==> src/rtl/mux_8to1_pkg.sv <==
// ============================================================================
// Module      : mux_8to1_pkg
// Description : Shared lane-count and select-width constants for mux_8to1.
// Revision    : 1.0 - initial release
// ============================================================================
`default_nettype none

package mux_8to1_pkg;

    localparam int unsigned c_lanes = 8;
    localparam int unsigned c_sel_w = 3;

endpackage : mux_8to1_pkg

`default_nettype wire

==> src/rtl/mux_8to1_comb.sv <==
// ============================================================================
// Module      : mux_8to1_comb
// Description : Pure combinational 8-lane selector; lane k sits at [k*DATA_W +: DATA_W].
// Revision    : 1.0 - initial release
// ============================================================================
`default_nettype none

module mux_8to1_comb
    import mux_8to1_pkg::*;
#(
    parameter int unsigned DATA_W = 1
) (
    input  logic [c_lanes*DATA_W-1:0] data_in,
    input  logic [c_sel_w-1:0]        sel,
    output logic [DATA_W-1:0]         lane_out
);

    // Every select code is a real lane; the leading default only keeps the block latch-free.
    always_comb begin
        lane_out = '0;
        case (sel)
            3'd0: lane_out = data_in[0*DATA_W +: DATA_W];
            3'd1: lane_out = data_in[1*DATA_W +: DATA_W];
            3'd2: lane_out = data_in[2*DATA_W +: DATA_W];
            3'd3: lane_out = data_in[3*DATA_W +: DATA_W];
            3'd4: lane_out = data_in[4*DATA_W +: DATA_W];
            3'd5: lane_out = data_in[5*DATA_W +: DATA_W];
            3'd6: lane_out = data_in[6*DATA_W +: DATA_W];
            3'd7: lane_out = data_in[7*DATA_W +: DATA_W];
        endcase
    end

endmodule : mux_8to1_comb

`default_nettype wire

==> src/rtl/mux_8to1.sv <==
// ============================================================================
// Module      : mux_8to1
// Description : Registered 8-to-1 lane multiplexer, one-cycle latency, valid travels with data.
// Revision    : 1.0 - initial release
// ============================================================================
`default_nettype none

module mux_8to1
    import mux_8to1_pkg::*;
#(
    parameter int unsigned DATA_W = 1
) (
    input  logic                      clk,
    input  logic                      rst,
    input  logic [c_lanes*DATA_W-1:0] data_in,
    input  logic [c_sel_w-1:0]        sel,
    input  logic                      in_valid,
    output logic [DATA_W-1:0]         data_out,
    output logic                      out_valid,
    output logic [c_sel_w-1:0]        sel_q
);

    logic [DATA_W-1:0]  w_lane;
    logic [DATA_W-1:0]  r_data_out;
    logic               r_out_valid;
    logic [c_sel_w-1:0] r_sel_q;

    mux_8to1_comb #(
        .DATA_W   (DATA_W)
    ) u_comb (
        .data_in  (data_in),
        .sel      (sel),
        .lane_out (w_lane)
    );

    // Data and sel capture every cycle; in_valid only qualifies the result downstream.
    always_ff @(posedge clk) begin
        if (rst) begin
            r_data_out  <= '0;
            r_out_valid <= 1'b0;
            r_sel_q     <= '0;
        end else begin
            r_data_out  <= w_lane;
            r_out_valid <= in_valid;
            r_sel_q     <= sel;
        end
    end

    assign data_out  = r_data_out;
    assign out_valid = r_out_valid;
    assign sel_q     = r_sel_q;

endmodule : mux_8to1

`default_nettype wire

==> config.mk <==
export PLATFORM = sky130hd
export DESIGN_NAME = mux_8to1
export DESIGN_NICKNAME = d
export VERILOG_FILES = /design/src/rtl/mux_8to1_pkg.sv /design/src/rtl/mux_8to1_comb.sv /design/src/rtl/mux_8to1.sv
export SDC_FILE = /design/constraint.sdc
export NUM_CORES = 1
export LEC_CHECK = 0
export ABC_AREA = 1
export BUFFER_PORTS_ARGS = -buffer_cell sky130_fd_sc_hd__buf_4
export CORE_AREA = 2 2 39 41
export CTS_BUF_LIST = sky130_fd_sc_hd__clkbuf_16
export CTS_CLUSTER_DIAMETER = 80
export DETAILED_ROUTE_END_ITERATION = 7
export DIE_AREA = 0 0 41 43
export GPL_ROUTABILITY_DRIVEN = 0
export GPL_TIMING_DRIVEN = 1
export SYNTH_ARGS = -nofsm -noshare
export SYNTH_HDL_FRONTEND = slang
export SYNTH_SLANG_ARGS = --single-unit
export TNS_END_PERCENT = 10
==> constraint.sdc <==
create_clock -name clk -period 0.8 [get_ports clk]
set_clock_uncertainty 0.1 [all_clocks]
set_input_delay 0.16 -clock clk [delete_from_list [all_inputs] [get_ports clk]]
set_output_delay 0.16 -clock clk [all_outputs]
set_load 0.03 [all_outputs]
==> flow_summary.yaml <==
global_routing:
  grt_usage_pct: 7.34
  grt_pass1_wl_um: 828
  gr-total-overflow: 0
  grt_pass1_vias: 229
  antenna_found_initial: 0
  grt_max_degree: 6
clocking:
  cts_hold_buffers: 0
  clkTransAtPathRegs_ns: 0.03
  post_cts_buffers: 0
  clockBufferDepth: 2
  root_buffer: "clkbuf_16"
  cts_made_buffers: 3
  cts.sinks: 5
  ctsHtreeMaxLevel: 1
  cts_tree: "done"
yosys:
  yosys_warnings: 0
  seq_area_frac_synth_pct: 50.6
  synth.area.top_cells: "dfxtp_1 51%, nand2_1 17%, nand3_1 15%"
  ys_types: 6
  synthesis.instances: 29
  ys_async_sr_fraction_pct: 0
  syn_nets: 43
  synth_ff_type: "dfxtp_1"
  syn_area_per_cell_um2: 6.82
  synth_most_common_cell: "nand2_1"
  syn_area_um2: 198
  synth_edf_count: 0
  synth.top_cells.by_count: "9 x nand2_1, 6 x nand3_1, 5 x dfxtp_1, 5 x nor2_1, 3 x inv_1"
  synth_seq_cells: 5
  synth_largest_area_cell: "dfxtp_1"
  yosys.area.top_type_share_pct: 50.6
final_layout:
  fin_nets: 66
  fill_cells: 156
  fin_area_um2: 457
  layout-drive-gt1-share_pct: 52.9
  area_growth_syn_to_layout_pct: 131
  antennaDiodeCount: 0
run:
  drv_cap: 0
floorplan:
  dieArea_mm2: 0.00176
  die_w_um: 41
  start_util_pct: 14.3
  rows: 14
  die_h_um: 43
  coreArea_mm2: 0.00138
  io_pins: 19
timing:
  finalSetupViolCount: 5
  tightestPinTransition_ns: 0.124
  relSlewSlack_pct: 91.7
  grt_setup_unrepaired: "true"
  setup_ws_ns: -0.117
  slew_viol_final: 0
  period_share_pct: 115
  whs_ns: 0.0195
  final_hold_viol_count: 0
  fmax_mhz: 1090
  period_minus_slack_ns: 0.917
route:
  drcViolationCount: 0
  dr.pass1.iters: 5
  wl_per_cell_um: 7.46
  vias: 254
  drt_iter0_markers: 3
  wl_um: 500
  vias_per_cell: 3.79
  ant_nets: 0
setup_path:
  end_kind: "primary output"
  cp_top_family: "flip-flops"
  path_cells: "buf_6"
  path_buf_inv: 1
  slowest_stage: "dfxtp_2"
  critical_path_required_ns: 0.54
  critPathKind: "reg2out"
  startpoint: "data_out"
  cp.arrival_ns: 0.66
  cpPeakStageDelay_ns: 0.30
  cp_max_fo: 1
  crit_end: "data_out"
  critPathLaunchType: "flip-flop"
  crit_cells: 1
min_path:
  hp-class: "in2reg"
outcome:
  violations: "setup timing"
  run_status: "finished with violations"
placed_design:
  place_hpwl_um: 420
  post_dp_cell_area_um2: 353
  port-buffer-count: 18
power:
  vdd_drop_max_v: 0.000526
  p_leak_nw: 0.242
  fin_total_pwr_mw: 1.24
  power_per_cell_area_mw_per_mm2: 2700
metrics by stage:
stage / setup slack (ns) / utilization, % / setup TNS (ns) / std cells
floorplan: 0.0807 / - / 0 / 29
global placement: 0.0274 / 25.5 / 0 / 63
detailed placement: 0.0103 / 25.5 / 0 / 63
CTS: -0.122 / 33.0 / -0.604 / 67
global route: -0.138 / 33.0 / -0.648 / 67
finish: -0.117 / 33.0 / -0.582 / 67
how the worst min path moves through the flow:
stage	cells past startpoint	to	startpoint	slack, ns
2_1_floorplan	1	out_valid	rst	0.13
3_3_place_gp	2	out_valid	rst	0.26
3_5_place_dp	2	out_valid	rst	0.26
4_1_cts	2	out_valid	rst	0.02
5_1_grt	2	out_valid	rst	0.04
6_report	2	out_valid	rst	0.02
report_power, final:
group / switching, mW / internal [mW]
combinational: 0.0712 / 0.0833
sequential: 0.00631 / 0.270
clock: 0.158 / 0.647
state kept, by name (all words and copies together), names as in the netlist:
signal / flops
data_out: 1
sel_q: 3
out_valid: 1
timing repair:
| item | CTS | global route |
|---|---|---|
| setup endpoints to repair | 5 | 5 |
| hold endpoints to repair | 0 | 0 |
| gates resized for setup | 10 | 0 |
cell families (layout without fill, tap and decap cells):
kind of cell / Yosys count / in the layout / share of synthesized area, %
buffers and inverters: 4 / 26 / 7.59
AND/OR/NAND/NOR: 20 / 20 / 41.8
flip-flops: 5 / 5 / 50.6
area by class of cell:
class / instances / area [µm²] / area share (%)
Multi-Input combinational cell: 20 / 82.6 / 18.1
Clock inverter: 1 / 3.75 / 0.822
Timing Repair Buffer: 18 / 154 / 33.7
Sequential cell: 5 / 106 / 23.3
Tap cell: 16 / 20.0 / 4.38
Clock buffer: 3 / 75.1 / 16.4
Inverter: 4 / 15.0 / 3.29
routing by layer:
metal	track usage (%)	routed length [µm]
met1	8.41	217
met2	9.06	201
met3	1.57	64
met4	10.0	17
met5	0	0
cells in the final DEF (no fill, tap or decap):
master	count
buf_4	13
buf_6	5
clkbuf_16	3
dfxtp_2	5
inv_1	4
inv_2	1
nand2_1	9
nand3_1	6
nor2_1	5
Note: power is estimated with default switching activity, not from simulation.
